**config.mk**
```make
export PLATFORM = sky130hd
export DESIGN_NAME = fetch_queue
export DESIGN_NICKNAME = d
export VERILOG_FILES = /design/src/rtl/fetch_queue.sv
export SDC_FILE = /design/constraint.sdc
export NUM_CORES = 1
export LEC_CHECK = 0
export BUFFER_PORTS_ARGS = -buffer_cell sky130_fd_sc_hd__buf_2
export CAP_MARGIN = 20
export CORE_MARGIN = 1
export CORE_UTILIZATION = 64
export CTS_BUF_LIST = sky130_fd_sc_hd__clkbuf_4 sky130_fd_sc_hd__clkbuf_8
export DETAILED_ROUTE_END_ITERATION = 8
export GPL_ROUTABILITY_DRIVEN = 0
export GPL_TIMING_DRIVEN = 0
export HOLD_SLACK_MARGIN = 0.08
export PLACE_DENSITY = 0.88
export SLEW_MARGIN = 40
export SYNTH_ARGS = -nofsm -noshare
export SYNTH_HDL_FRONTEND = slang
export SYNTH_SLANG_ARGS = --single-unit
```
**constraint.sdc**
```tcl
create_clock -name clk -period 6.4 [get_ports clk]
set_input_delay 0 -clock clk [delete_from_list [all_inputs] [get_ports clk]]
set_output_delay 0 -clock clk [all_outputs]
set_load 0.1 [all_outputs]
```
**src/rtl/fetch_queue.sv**
```systemverilog
`default_nettype none
// ============================================================================
// Module   : fetch_queue
// Brief    : Instruction fetch queue. Fetches one word per cycle from a
//            combinational instruction memory into a circular buffer of
//            {instr, pc+4} entries; the consumer pops the head entry unless
//            stalled. A flush discards the buffer and redirects fetch.
// Revision : 1.0 - initial release
// ============================================================================
module fetch_queue #(
  parameter int          DEPTH    = 4,
  parameter logic [31:0] RESET_PC = 32'h0000_0000
) (
  input  logic                     clk,
  input  logic                     rst_n,
  output logic [31:0]              imem_addr,
  input  logic [31:0]              imem_data,
  input  logic                     stall,
  input  logic                     flush,
  input  logic [31:0]              flush_pc,
  output logic [31:0]              ins_out,
  output logic [31:0]              pc4_out,
  output logic                     valid_out,
  output logic [$clog2(DEPTH):0]   count
);

  localparam int                 c_ptr_w = $clog2(DEPTH);
  localparam logic [c_ptr_w:0]   c_depth = (c_ptr_w + 1)'(DEPTH);

  logic [31:0]        r_fpc;
  logic [c_ptr_w-1:0] r_rd_ptr;
  logic [c_ptr_w-1:0] r_wr_ptr;
  logic [c_ptr_w:0]   r_count;

  // Entry storage carries no reset; validity is tracked by r_count alone.
  logic [31:0]        r_instr_mem [DEPTH];
  logic [31:0]        r_pc4_mem   [DEPTH];

  logic               w_pop;
  logic               w_push;
  logic [31:0]        w_fpc_plus4;

  // A full queue may still accept a new word in the same cycle the head leaves.
  assign w_pop       = valid_out & ~stall & ~flush;
  assign w_push      = ~flush & ((r_count < c_depth) | w_pop);
  assign w_fpc_plus4 = r_fpc + 32'd4;

  assign imem_addr = r_fpc;
  assign count     = r_count;
  assign valid_out = (r_count != '0);
  assign ins_out   = r_instr_mem[r_rd_ptr];
  assign pc4_out   = r_pc4_mem[r_rd_ptr];

  // Fetch pointer, queue pointers and occupancy; flush wins over push/pop.
  always_ff @(posedge clk or negedge rst_n) begin
    if (!rst_n) begin
      r_fpc    <= RESET_PC;
      r_rd_ptr <= '0;
      r_wr_ptr <= '0;
      r_count  <= '0;
    end else if (flush) begin
      r_fpc    <= flush_pc;
      r_rd_ptr <= r_wr_ptr;
      r_count  <= '0;
    end else begin
      if (w_push) begin
        r_fpc    <= w_fpc_plus4;
        r_wr_ptr <= r_wr_ptr + 1'b1;
      end
      if (w_pop) begin
        r_rd_ptr <= r_rd_ptr + 1'b1;
      end
      case ({w_push, w_pop})
        2'b10:   r_count <= r_count + 1'b1;
        2'b01:   r_count <= r_count - 1'b1;
        default: r_count <= r_count;
      endcase
    end
  end

  // Capture the fetched word and its return address at the write pointer.
  always_ff @(posedge clk) begin
    if (w_push && rst_n) begin
      r_instr_mem[r_wr_ptr] <= imem_data;
      r_pc4_mem[r_wr_ptr]   <= w_fpc_plus4;
    end
  end

endmodule
`default_nettype wire

```
==> metrics.log <==
INFO  metric result_of_the_run = finished with violations
INFO  metric violations_in_the_final_reports = design-rule violations
INFO  metric layout.cell_area.non_filler = ~0.015 mm^2
INFO  metric r2r_cells = 5
INFO  metric worst_ep_required_time = roughly 6.4 ns
INFO  metric finalHoldViolations = 0
INFO  metric critical_path.endpoint = pc4_out[13]
INFO  metric reg2reg_from = imem_addr[17]$_DFFE_PN0N_
INFO  metric slew_violations = 0
INFO  metric setup-violations-final = 0
INFO  metric std_cell_rows = slightly below 50
INFO  metric yosys_register_bits = ~300
INFO  metric fp.dieArea = 0.0193 mm^2
INFO  metric layout.cells.non_filler = about 1,200
INFO  metric design.core.area = about 0.018 mm^2
INFO  metric finalNetCount = ~1,000
INFO  metric async_reset_ff_share = 13.2%
INFO  metric layout-drive-gt1-share = 34.4%
INFO  metric multi_input_comb_area = between 0.003 and 0.004 mm^2
INFO  metric cp-end-kind = output pin
INFO  metric arrival = between 2 and 3 ns
INFO  metric tritoncts = done
INFO  metric rrSetupSlack = 3.57 ns
INFO  metric synthesis.instances = around 670
INFO  metric gr-usage-all-layers = about 30%
INFO  metric detailed_route_iter0_violations = about 770
INFO  metric placedCellCount = approximately 1,100
INFO  metric yosysSeqAreaShare = slightly above 70%
INFO  metric pin_count_of_the_biggest_net_entering_global_routing = 40
INFO  metric tightestPinTransition = roughly 0.84 ns
INFO  metric worstSkewPairLatency = around 0.56 ns
INFO  metric achievable-frequency = ~340 MHz
INFO  metric root_buffer = sky130_fd_sc_hd__clkbuf_8
INFO  metric globalRoute.totalOverflow = 0
INFO  metric yosys_most_used_dff = sky130_fd_sc_hd__edfxtp_1
INFO  metric initial_core_util = approximately 66%
INFO  metric detail_route.wirelength = ~28,000 um
INFO  metric synthesis.area_per_instance = between 15 and 20 um^2
INFO  metric layout.cells.most_common_list = 256 x sky130_fd_sc_hd__edfxtp_1, 176 x sky130_fd_sc_hd__buf_2, 77 x sky130_fd_sc_hd__dlygate4sd3_1
INFO  metric placed_area = 0.0133 mm^2
INFO  metric syn_nets = about 740
INFO  metric clock_path_buffers = 3
INFO  metric num_antenna_cells = 0
INFO  metric post_synthesis_to_final_layout_area_growth = 24.4%
INFO  metric antenna_viol_nets_final = 0
INFO  metric synthDistinctLibCells = between 50 and 60
INFO  metric tns = 0 ns
INFO  metric antenna_violations_before_repair = 0
INFO  metric synth.top_cells.by_area = sky130_fd_sc_hd__edfxtp_1 64%, sky130_fd_sc_hd__mux4_2 12%, sky130_fd_sc_hd__dfrtp_1 8.1%, sky130_fd_sc_hd__xnor2_1 2.1%, sky130_fd_sc_hd__nand2_1 1.1%
INFO  metric worst_slew_margin_rel = between 40% and 50%
INFO  metric synth.largest_area_cell = sky130_fd_sc_hd__edfxtp_1
INFO  metric detail_route.first_pass.iterations = 8
INFO  metric finalCoreUtilization = between 80% and 90%
INFO  metric drv_cap = 0
INFO  metric synth.cell_area = between 0.01 and 0.015 mm^2
INFO  metric htreeDepth = 2
INFO  metric routed_wire_length_per_instance = 22.7 um
INFO  metric synth.top_cell.area_share = a little under two thirds
INFO  metric p_leak = roughly 5.4 nW
INFO  metric clock_sink_count = a little under 300
INFO  metric timing.clock.skew = 0.0321 ns
INFO  metric cts_inserted_buffers = 46
INFO  metric yosysWarningCount = 0
INFO  metric post_cts_resized = 0
INFO  metric worstSetupStartpointType = flip-flop
INFO  metric hpwl = 17,000 um
INFO  metric chipWidth = 139 um
INFO  metric num_io_pins = around 170
INFO  metric dieHeight = around 140 um
INFO  metric final-seq-area = about 0.0087 mm^2
INFO  metric detail_route.vias_per_cell = ~6.2
INFO  metric worstReg2RegEnd = imem_addr[31]$_DFFE_PN0N_
INFO  metric hold_ws = about 0.13 ns
INFO  metric number_of_port_buffers = around 170
INFO  metric worst_hold_startpoint = flush
INFO  metric worstHoldPathType = primary input to flip-flop
INFO  metric layout_commonest_cell = sky130_fd_sc_hd__edfxtp_1
INFO  metric synth_enable_flop_cells = about 260
INFO  metric worst_setup_hold_path_clk_slew = 0.06 ns
INFO  metric route.detailed.drc = 13
INFO  metric worstPathMaxFanout = 10
INFO  metric layout.filler_cells = 884
INFO  metric p_per_area = approximately 490 mW/mm^2
INFO  metric irDropWorstVdd = roughly 370 uV
INFO  metric ratio_of_final_minimum_period_to_clock_period = between 40% and 50%
INFO  metric routed-via-count = 7,638
INFO  metric final.min_clock_period = 2.90 ns
INFO  metric rsz0062_at_grt = false
INFO  metric cp-startpoint = r_rd_ptr[1]$_DFFE_PN0P_
INFO  metric timing_worst_setup_path_type = flip-flop to output pin
INFO  metric first_global_vias = slightly below 8,000
INFO  metric grt_first_pass_wirelength = 42,800 um
[kinds of logic after synthesis]
group,Yosys count,share of synthesized area (%)
muxes,68,12.3
adders and majority gates,6,0.687
other,1,0.0312
AOI/OAI and AO/OA,50,2.53
xor gates and xnor gates,43,3.13
buffers and inverters,45,2.09
DFF,295,72.1
and+or+nand+nor,157,7.12
[worst max-delay path, cell delays in order (launching register included)]
cell,delay (ns)
sky130_fd_sc_hd__dfrtp_1,0.34
sky130_fd_sc_hd__clkbuf_1,0.48
sky130_fd_sc_hd__clkbuf_1,0.66
sky130_fd_sc_hd__mux4_2,0.41
sky130_fd_sc_hd__buf_2,0.45
[metrics by stage]
stage,setup WS [ns],total power [mW]
6_report,3.50,7.26
5_1_grt,3.40,7.47
4_1_cts,3.48,7.26
3_5_place_dp,3.64,5.77
3_3_place_gp,1.98,5.71
2_1_floorplan,2.80,5.24
[Yosys cell counts (13+ instances only)]
cell type	instances
sky130_fd_sc_hd__edfxtp_1	256
sky130_fd_sc_hd__mux4_2	64
sky130_fd_sc_hd__dfrtp_1	39
sky130_fd_sc_hd__nand2_1	36
sky130_fd_sc_hd__nor2_1	31
sky130_fd_sc_hd__xnor2_1	29
sky130_fd_sc_hd__o21ai_0	23
sky130_fd_sc_hd__nand3_1	20
sky130_fd_sc_hd__clkbuf_1	16
sky130_fd_sc_hd__nand4_1	15
sky130_fd_sc_hd__xor2_1	14
sky130_fd_sc_hd__a31oi_1	13
[report_power, final]
group,switching [mW],internal (mW)
sequential,0.0985,2.33
combinational,2.64,0.719
clock,0.701,0.763
[flip-flops by register name (all words and copies together), names as in the netlist]
signal / cells
count: 3
imem_addr: 32
r_instr_mem: 128
r_pc4_mem: 128
r_rd_ptr: 2
r_wr_ptr: 2
[routing by layer]
metal / vias to the layer above / track usage [%] / part of all wire, %
li1: 3267 / - / -
met1: 3764 / 36.9 / 36
met2: 516 / 50.7 / 51
met3: 91 / 6.98 / 9.6
met4: 0 / 11.2 / 3.1
met5: - / 0 / 0
[cell type report]
cell class	count	share of cell area, %
flip-flops and latches	295	57.9
multi-input cells	325	20.9
repair buffers	251	11.8
clock buffers	59	4.97
well taps	229	1.92
plain buffers	39	1.55
clock inverters	24	0.761
inverters	6	0.151
[how the worst min path moves through the flow]
stage	slack, ns	end	depth (start not counted)
6_report	0.13	imem_addr[25]$_DFFE_PN0N_	4
5_1_grt	0.19	imem_addr[25]$_DFFE_PN0N_	4
4_1_cts	0.10	imem_addr[25]$_DFFE_PN0N_	4
3_5_place_dp	0.03	count[1]$_DFFE_PN0P_	1
3_3_place_gp	0.20	imem_addr[6]$_DFFE_PN0N_	1
2_1_floorplan	-0.30	count[0]$_DFFE_PN0P_	0
[repair_timing]
| action | in CTS | in global routing |
|---|---|---|
| endpoints found under the hold margin | 204 | 0 |
| buffers inserted | 0 | 0 |
| hold buffers | 78 | 0 |
| setup endpoints to repair | 0 | 0 |
(Power assumes the default switching activity.)
